File: src/rtl/mc_controller_v2.sv
//------------------------------------------------------------------------------
// Module   : mc_controller_v2
// Brief    : Multicycle RV32I control unit with branch evaluation, memory
//            wait states, illegal-opcode trap and cycle/instret counters.
// Revision : 2.0
//------------------------------------------------------------------------------
`default_nettype none

module mc_controller_v2 #(
  parameter bit MEM_WAIT_EN = 1'b1,
  parameter bit TRAP_EN     = 1'b1,
  parameter int CNT_W       = 32
) (
  input  logic             clk,
  input  logic             rst,
  input  logic [6:0]       op,
  input  logic [2:0]       funct3,
  input  logic             funct7b5,
  input  logic             zero,
  input  logic             lt,
  input  logic             ltu,
  input  logic             mem_ready,
  output logic [1:0]       sel_alu_src_a,
  output logic [1:0]       sel_alu_src_b,
  output logic [1:0]       sel_result,
  output logic             sel_mem_addr,
  output logic             we_mem,
  output logic             we_pc,
  output logic             we_ir,
  output logic             we_rf,
  output logic [2:0]       sel_ext,
  output logic [3:0]       alu_control,
  output logic             trap,
  output logic [CNT_W-1:0] cycle_cnt,
  output logic [CNT_W-1:0] instret_cnt
);

  typedef enum logic [3:0] {
    S_FETCH    = 4'd0,
    S_DECODE   = 4'd1,
    S_MEMADR   = 4'd2,
    S_MEMREAD  = 4'd3,
    S_MEMWB    = 4'd4,
    S_MEMWRITE = 4'd5,
    S_EXEC_R   = 4'd6,
    S_EXEC_I   = 4'd7,
    S_ALUWB    = 4'd8,
    S_BRANCH   = 4'd9,
    S_JAL      = 4'd10,
    S_JALR_ADR = 4'd11,
    S_JALR_PC  = 4'd12,
    S_LUI      = 4'd13,
    S_AUIPC    = 4'd14,
    S_TRAP     = 4'd15
  } state_t;

  localparam logic [6:0] c_op_load  = 7'b0000011;
  localparam logic [6:0] c_op_store = 7'b0100011;
  localparam logic [6:0] c_op_r     = 7'b0110011;
  localparam logic [6:0] c_op_i     = 7'b0010011;
  localparam logic [6:0] c_op_br    = 7'b1100011;
  localparam logic [6:0] c_op_jal   = 7'b1101111;
  localparam logic [6:0] c_op_jalr  = 7'b1100111;
  localparam logic [6:0] c_op_lui   = 7'b0110111;
  localparam logic [6:0] c_op_auipc = 7'b0010111;

  localparam logic [3:0] c_alu_add  = 4'b0000;
  localparam logic [3:0] c_alu_sub  = 4'b0001;
  localparam logic [3:0] c_alu_and  = 4'b0010;
  localparam logic [3:0] c_alu_or   = 4'b0011;
  localparam logic [3:0] c_alu_xor  = 4'b0100;
  localparam logic [3:0] c_alu_slt  = 4'b0101;
  localparam logic [3:0] c_alu_sltu = 4'b0110;
  localparam logic [3:0] c_alu_sll  = 4'b0111;
  localparam logic [3:0] c_alu_srl  = 4'b1000;
  localparam logic [3:0] c_alu_sra  = 4'b1001;
  localparam logic [3:0] c_alu_passb = 4'b1010;

  localparam logic [1:0] c_a_pc    = 2'b00;
  localparam logic [1:0] c_a_oldpc = 2'b01;
  localparam logic [1:0] c_a_rs1   = 2'b10;
  localparam logic [1:0] c_b_rs2   = 2'b00;
  localparam logic [1:0] c_b_imm   = 2'b01;
  localparam logic [1:0] c_b_four  = 2'b10;
  localparam logic [1:0] c_res_aluout = 2'b00;
  localparam logic [1:0] c_res_data   = 2'b01;
  localparam logic [1:0] c_res_alu    = 2'b10;

  localparam logic [CNT_W-1:0] c_cnt_one = CNT_W'(1);

  state_t     r_state;
  state_t     w_next_state;
  logic       w_mem_ready;
  logic       w_taken;
  logic       w_bad_branch;
  logic [3:0] w_alu_dec;
  logic [2:0] w_ext;
  logic [CNT_W-1:0] r_cycle_cnt;
  logic [CNT_W-1:0] r_instret_cnt;

  assign w_mem_ready = MEM_WAIT_EN ? mem_ready : 1'b1;

  always_ff @(posedge clk or negedge rst) begin
    if (!rst) begin
      r_state <= S_FETCH;
    end else begin
      r_state <= w_next_state;
    end
  end

  // Branch condition from the ALU flags of rs1 - rs2.
  always_comb begin
    w_taken      = 1'b0;
    w_bad_branch = 1'b0;
    case (funct3)
      3'b000:  w_taken = zero;
      3'b001:  w_taken = ~zero;
      3'b100:  w_taken = lt;
      3'b101:  w_taken = ~lt;
      3'b110:  w_taken = ltu;
      3'b111:  w_taken = ~ltu;
      default: w_bad_branch = 1'b1;
    endcase
  end

  always_comb begin
    w_alu_dec = c_alu_add;
    case (funct3)
      3'b000:  w_alu_dec = (r_state == S_EXEC_R && funct7b5) ? c_alu_sub : c_alu_add;
      3'b001:  w_alu_dec = c_alu_sll;
      3'b010:  w_alu_dec = c_alu_slt;
      3'b011:  w_alu_dec = c_alu_sltu;
      3'b100:  w_alu_dec = c_alu_xor;
      3'b101:  w_alu_dec = funct7b5 ? c_alu_sra : c_alu_srl;
      3'b110:  w_alu_dec = c_alu_or;
      default: w_alu_dec = c_alu_and;
    endcase
  end

  // Immediate format follows the held instruction in every state.
  always_comb begin
    w_ext = 3'b000;
    case (op)
      c_op_store:           w_ext = 3'b001;
      c_op_br:              w_ext = 3'b010;
      c_op_jal:             w_ext = 3'b011;
      c_op_lui, c_op_auipc: w_ext = 3'b100;
      default:              w_ext = 3'b000;
    endcase
  end

  always_comb begin
    w_next_state  = r_state;
    sel_alu_src_a = c_a_pc;
    sel_alu_src_b = c_b_rs2;
    sel_result    = c_res_aluout;
    sel_mem_addr  = 1'b0;
    we_mem        = 1'b0;
    we_pc         = 1'b0;
    we_ir         = 1'b0;
    we_rf         = 1'b0;
    sel_ext       = w_ext;
    alu_control   = c_alu_add;
    trap          = 1'b0;

    case (r_state)
      S_FETCH: begin
        sel_alu_src_b = c_b_four;
        sel_result    = c_res_alu;
        we_ir         = w_mem_ready;
        we_pc         = w_mem_ready;
        if (w_mem_ready) w_next_state = S_DECODE;
      end
      S_DECODE: begin
        sel_alu_src_a = c_a_oldpc;
        sel_alu_src_b = c_b_imm;
        case (op)
          c_op_load, c_op_store: w_next_state = S_MEMADR;
          c_op_r:                w_next_state = S_EXEC_R;
          c_op_i:                w_next_state = S_EXEC_I;
          c_op_br:               w_next_state = S_BRANCH;
          c_op_jal:              w_next_state = S_JAL;
          c_op_jalr:             w_next_state = S_JALR_ADR;
          c_op_lui:              w_next_state = S_LUI;
          c_op_auipc:            w_next_state = S_AUIPC;
          default:               w_next_state = TRAP_EN ? S_TRAP : S_FETCH;
        endcase
      end
      S_MEMADR: begin
        sel_alu_src_a = c_a_rs1;
        sel_alu_src_b = c_b_imm;
        w_next_state  = op[5] ? S_MEMWRITE : S_MEMREAD;
      end
      S_MEMREAD: begin
        sel_mem_addr = 1'b1;
        if (w_mem_ready) w_next_state = S_MEMWB;
      end
      S_MEMWB: begin
        sel_result   = c_res_data;
        we_rf        = 1'b1;
        w_next_state = S_FETCH;
      end
      S_MEMWRITE: begin
        // Write strobe is held for the whole access, including the ready cycle.
        sel_mem_addr = 1'b1;
        we_mem       = 1'b1;
        if (w_mem_ready) w_next_state = S_FETCH;
      end
      S_EXEC_R: begin
        sel_alu_src_a = c_a_rs1;
        sel_alu_src_b = c_b_rs2;
        alu_control   = w_alu_dec;
        w_next_state  = S_ALUWB;
      end
      S_EXEC_I: begin
        sel_alu_src_a = c_a_rs1;
        sel_alu_src_b = c_b_imm;
        alu_control   = w_alu_dec;
        w_next_state  = S_ALUWB;
      end
      S_ALUWB: begin
        we_rf        = 1'b1;
        w_next_state = S_FETCH;
      end
      S_BRANCH: begin
        sel_alu_src_a = c_a_rs1;
        sel_alu_src_b = c_b_rs2;
        alu_control   = c_alu_sub;
        we_pc         = w_taken;
        w_next_state  = (TRAP_EN && w_bad_branch) ? S_TRAP : S_FETCH;
      end
      S_JAL: begin
        sel_alu_src_a = c_a_oldpc;
        sel_alu_src_b = c_b_four;
        we_pc         = 1'b1;
        w_next_state  = S_ALUWB;
      end
      S_JALR_ADR: begin
        sel_alu_src_a = c_a_rs1;
        sel_alu_src_b = c_b_imm;
        w_next_state  = S_JALR_PC;
      end
      S_JALR_PC: begin
        sel_alu_src_a = c_a_oldpc;
        sel_alu_src_b = c_b_four;
        we_pc         = 1'b1;
        w_next_state  = S_ALUWB;
      end
      S_LUI: begin
        sel_alu_src_b = c_b_imm;
        alu_control   = c_alu_passb;
        w_next_state  = S_ALUWB;
      end
      S_AUIPC: begin
        sel_alu_src_a = c_a_oldpc;
        sel_alu_src_b = c_b_imm;
        w_next_state  = S_ALUWB;
      end
      S_TRAP: begin
        trap = 1'b1;
      end
      default: w_next_state = S_FETCH;
    endcase

    // Held in reset: every select and enable is forced low.
    if (!rst) begin
      sel_alu_src_a = 2'b00;
      sel_alu_src_b = 2'b00;
      sel_result    = 2'b00;
      sel_mem_addr  = 1'b0;
      we_mem        = 1'b0;
      we_pc         = 1'b0;
      we_ir         = 1'b0;
      we_rf         = 1'b0;
      sel_ext       = 3'b000;
      alu_control   = 4'b0000;
      trap          = 1'b0;
    end
  end

  always_ff @(posedge clk or negedge rst) begin
    if (!rst) begin
      r_cycle_cnt   <= '0;
      r_instret_cnt <= '0;
    end else begin
      if (r_state != S_TRAP) begin
        r_cycle_cnt <= r_cycle_cnt + c_cnt_one;
      end
      if (r_state != S_FETCH && w_next_state == S_FETCH) begin
        r_instret_cnt <= r_instret_cnt + c_cnt_one;
      end
    end
  end

  assign cycle_cnt   = r_cycle_cnt;
  assign instret_cnt = r_instret_cnt;

endmodule

`default_nettype wire

File: config.mk
export PLATFORM = sky130hd
export DESIGN_NAME = mc_controller_v2
export DESIGN_NICKNAME = d
export VERILOG_FILES = /design/src/rtl/mc_controller_v2.sv
export SDC_FILE = /design/constraint.sdc
export NUM_CORES = 1
export LEC_CHECK = 0
export ABC_AREA = 1
export CORE_UTILIZATION = 50
export CTS_BUF_LIST = sky130_fd_sc_hd__clkbuf_2 sky130_fd_sc_hd__clkbuf_4 sky130_fd_sc_hd__clkbuf_8
export DETAILED_ROUTE_END_ITERATION = 16
export DONT_BUFFER_PORTS = 1
export MAX_ROUTING_LAYER = met4
export PLACE_DENSITY_LB_ADDON = 0.3
export SYNTH_ARGS = -nofsm -noshare
export SYNTH_HDL_FRONTEND = slang
export SYNTH_SLANG_ARGS = --single-unit
File: constraint.sdc
create_clock -name clk -period 1.9 [get_ports clk]
set_input_delay 0.38 -clock clk [delete_from_list [all_inputs] [get_ports clk]]
set_output_delay 0.38 -clock clk [all_outputs]
set_load 0.05 [all_outputs]
==> impl_metrics.xml <==
<?xml version="1.0" encoding="UTF-8"?>
<metrics>
  <group name="clocking">
    <metric name="clk_latency" unit="ns">0.35</metric>
    <metric name="numClockSinks" unit="">68</metric>
    <metric name="clock_tree.root_cell" unit="">clkbuf_8</metric>
    <metric name="tritoncts" unit="">yes</metric>
    <metric name="cts_htree_levels" unit="">3</metric>
    <metric name="num_cts_buffers" unit="">9</metric>
    <metric name="cts.reportedPaths.clkPinSlew" unit="ns">0.08</metric>
    <metric name="max-clock-path-buffers" unit="">2</metric>
  </group>
  <group name="sta">
    <metric name="timing.slew.headroom" unit="">0.612</metric>
    <metric name="highest_achievable_clock_rate" unit="MHz">480</metric>
    <metric name="drv_slew" unit="">0</metric>
    <metric name="final.setup_skew" unit="ns">0.0131</metric>
    <metric name="setup_repair_after_global_routing_missed_its_margin" unit="">yes</metric>
    <metric name="final_period_minus_worst_setup_slack" unit="ns">2.08</metric>
    <metric name="period_share" unit="">1.10</metric>
    <metric name="timing.final.hold_violations" unit="">68</metric>
    <metric name="worst-slew-pin-transition" unit="ns">0.582</metric>
    <metric name="final_critical_path_setup_slack" unit="ns">-0.182</metric>
    <metric name="finalHoldWorstSlack" unit="ns">-0.288</metric>
    <metric name="setup-violations-final" unit="">45</metric>
  </group>
  <group name="worst_setup_path">
    <metric name="worst-endpoint-arrival" unit="ns">1.70</metric>
    <metric name="critPathMaxStageDelay" unit="ns">0.46</metric>
    <metric name="r2r_setup_slack" unit="ns">-0.11</metric>
    <metric name="critical-path-top-delay-family" unit="">flip-flops</metric>
    <metric name="path_cells" unit="">nor2_4 &gt; buf_4 &gt; nand2_1 &gt; a41oi_2 &gt; buf_12</metric>
    <metric name="critPathRequiredTime" unit="ns">1.52</metric>
    <metric name="timing.critical_path.buf_inv" unit="">2</metric>
    <metric name="path_max_fanout" unit="">4</metric>
    <metric name="r2r_end" unit="">instret_cnt[28]</metric>
    <metric name="setup.worst_path.class" unit="">reg -&gt; out</metric>
    <metric name="worstSetupStartpointType" unit="">flop</metric>
    <metric name="worstSetupEndpointType" unit="">output pin</metric>
    <metric name="cells_on_worst_reg2reg_path" unit="">13</metric>
    <metric name="crit-reg2reg-launch" unit="">r_state[1]</metric>
    <metric name="crit_slowest_cell" unit="">dfrtp_2</metric>
  </group>
  <group name="placed_design">
    <metric name="gp_congestion" unit="">0.956</metric>
    <metric name="post-dp-hpwl" unit="microns">9040</metric>
    <metric name="io_buf_count" unit="">0</metric>
    <metric name="placed_cells" unit="">831</metric>
  </group>
  <group name="detailed_routing">
    <metric name="route.final.wire_length" unit="microns">13000</metric>
    <metric name="dr_vias" unit="">4767</metric>
    <metric name="drc_violations_left" unit="">0</metric>
    <metric name="routedWlPerCell" unit="microns">15.0</metric>
    <metric name="antenna_left" unit="">0</metric>
    <metric name="drt-pass1-iter-count" unit="">5</metric>
    <metric name="drt_iter0_markers" unit="">243</metric>
    <metric name="via_per_inst" unit="">5.49</metric>
  </group>
  <group name="layout">
    <metric name="finish.utilization" unit="">0.702</metric>
    <metric name="finish.cell_count_without_fillers" unit="">868</metric>
    <metric name="fill_cells" unit="">657</metric>
    <metric name="layout-drive-gt1-share" unit="">0.288</metric>
    <metric name="commonest_non_fill_non_tap_cell_in_the_layout" unit="">nand2_1</metric>
    <metric name="final_nets" unit="">774</metric>
    <metric name="synthToLayoutAreaGrowth" unit="%">36.4</metric>
    <metric name="most-common-layout-cells" unit="">nand2_1 (191), buf_4 (93), nor2_1 (74), dfrtp_1 (60), nand3_1 (51)</metric>
    <metric name="antennaDiodeCount" unit="">0</metric>
  </group>
  <group name="floorplan">
    <metric name="die_w" unit="microns">96.8</metric>
    <metric name="die_y" unit="microns">96.8</metric>
    <metric name="std_cell_rows" unit="">34</metric>
    <metric name="initial_core_util" unit="">0.515</metric>
    <metric name="core_area" unit="sq mm">0.00872</metric>
    <metric name="top_level_port_count" unit="">100</metric>
    <metric name="dieArea" unit="sq mm">0.00937</metric>
  </group>
  <group name="grt">
    <metric name="grt_antenna_before_repair" unit="">0</metric>
    <metric name="grt.met2_usage" unit="">0.480</metric>
    <metric name="globalRouteTotalUtil" unit="">0.287</metric>
    <metric name="globalRouteOverflowTotal" unit="">0</metric>
    <metric name="gr-usage-met1" unit="">0.342</metric>
    <metric name="first_global_vias" unit="">4696</metric>
    <metric name="routing_layer_with_the_top_usage_in_global_route" unit="">met2</metric>
    <metric name="grt_max_degree" unit="">71</metric>
    <metric name="use_met3" unit="">0.0556</metric>
    <metric name="global_route_wire_length_before_repair" unit="microns">21500</metric>
  </group>
  <group name="job">
    <metric name="drv_cap" unit="">0</metric>
  </group>
  <group name="synthesis">
    <metric name="synthTopCellsByArea" unit="">dfrtp_1 (38%), nand2_1 (17%), nor2_1 (7.5%)</metric>
    <metric name="syn_area" unit="sq mm">0.00449</metric>
    <metric name="synth_nets" unit="">658</metric>
    <metric name="synth_area_leader_cell" unit="">dfrtp_1</metric>
    <metric name="sequential_element_share_of_the_synthesized_area" unit="">0.379</metric>
    <metric name="synth.avg_cell_area" unit="sq um">7.03</metric>
    <metric name="synth.ff_latch_count" unit="">68</metric>
    <metric name="synthesis.instances" unit="">639</metric>
    <metric name="yosysTopAreaCellShare" unit="">0.379</metric>
    <metric name="number_of_warnings_issued_by_yosys" unit="">0</metric>
    <metric name="post_synth_num_cell_types" unit="">30</metric>
  </group>
  <group name="power">
    <metric name="max-vdd-ir-drop" unit="mV">0.364</metric>
    <metric name="power_leakage" unit="nW">2.83</metric>
    <metric name="p_per_area" unit="mW/mm^2">425</metric>
  </group>
  <group name="outcome">
    <metric name="result_of_the_run" unit="">finished with violations</metric>
    <metric name="violations" unit="">hold timing, setup timing</metric>
  </group>
  <group name="worst_hold_path">
    <metric name="worst_hold_path_type" unit="">in -&gt; async</metric>
  </group>
</metrics>
cell usage after synthesis:
cell	n
buf_4	7
nor2_2	9
xnor2_1	22
a21oi_1	12
o21ai_0	9
o2111ai_1	1
nor2_4	2
a31oi_1	2
inv_2	6
nand3_1	56
and3_1	2
dfrtp_1	68
ha_1	2
nor3_1	24
nand2_4	1
buf_6	3
inv_1	47
xor2_1	38
nor4_1	3
clkbuf_1	3
nand4_1	18
o211ai_1	2
nand2_1	203
a41oi_1	1
nand2_2	3
o31ai_1	1
nor3b_1	2
nand3b_1	1
nor2_1	90
nand3_2	1
stage by stage:
stage          area, sq um  setup TNS (ns)  power (mW)  setup slack (ns)  hold slack [ns]
2_1_floorplan         4570          -0.330        1.52            -0.176           0.0844
3_3_place_gp          5450           -3.02        1.53            -0.103           0.0867
6_report              6120           -4.65        2.60            -0.182           -0.288
5_1_grt               6120           -8.70        2.69            -0.244           -0.308
4_1_cts               5910           -2.25        2.62            -0.140           -0.299
3_5_place_dp          5450           -1.32        1.53           -0.0602           0.0861
worst max-delay path by stage:
| stage | cells past startpoint | slack, ns | to | from |
|---|---|---|---|---|
| 2_1_floorplan | 3 | -0.18 | alu_control[2] | r_state[3] |
| 3_3_place_gp | 10 | -0.10 | instret_cnt[13] | r_state[0] |
| 3_5_place_dp | 10 | -0.06 | instret_cnt[16] | r_state[0] |
| 4_1_cts | 5 | -0.14 | alu_control[0] | r_state[0] |
| 5_1_grt | 6 | -0.24 | alu_control[0] | r_state[2] |
| 6_report | 5 | -0.18 | sel_alu_src_b[0] | r_state[3] |
worst reg2reg max path: stages (launching register included):
cell,delay [ns]
dfrtp_1,0.40
buf_4,0.14
nand2_1,0.08
inv_2,0.06
buf_4,0.14
nand3_1,0.06
nand4_1,0.16
nor2_2,0.17
nand2_2,0.10
nor2_4,0.21
buf_6,0.15
nand2_8,0.10
nand2_1,0.08
nand2_1,0.05
cell type report:
class | count | area [sq um] | share of cell area
multi-input combinational | 506 | 2830 | 0.461
sequential | 68 | 1710 | 0.279
timing repair buffer | 117 | 1070 | 0.175
inverter | 53 | 204 | 0.0333
clock buffer | 11 | 139 | 0.0227
tap | 108 | 135 | 0.0221
clock inverter | 5 | 37.5 | 0.00613
sequential cells by signal, indices dropped and copies added, names as in the netlist:
| name | cells |
|---|---|
| cycle_cnt | 32 |
| instret_cnt | 32 |
| r_state | 4 |
what timing repair did:
item / in CTS / in global routing
hold endpoints to repair: 68 / 68
buffers inserted: 11 / 8
gates resized for setup: 41 / 39
gates cloned: 2 / 0
endpoints found under the setup margin: 47 / 56
pin swaps: 9 / 13
cell families (layout without fill, tap and decap cells):
family                   count (synthesis)  in the layout  synth area share
buffers and inverters                   66            186            0.0660
flip-flops                              68             68             0.379
XOR/XNOR                                60             60             0.117
adder cells (fa/ha/maj)                  2              2           0.00557
AND/OR/NAND/NOR                        415            416             0.397
AO/OA/AOI/OAI                           28             28            0.0351
report_power, final:
group	internal, mW	switching [mW]
Combinational	0.0221	0.0423
Sequential	1.45	0
Clock	0.507	0.587
routing by layer:
layer	share of wire	routed length (microns)	vias to the layer above
li1	-	-	2283
met1	0.40	5150	2274
met2	0.52	6720	181
met3	0.066	853	29
met4	0.022	290	0
met5	0	0	-
Note: power is estimated with default switching activity, not from simulation.
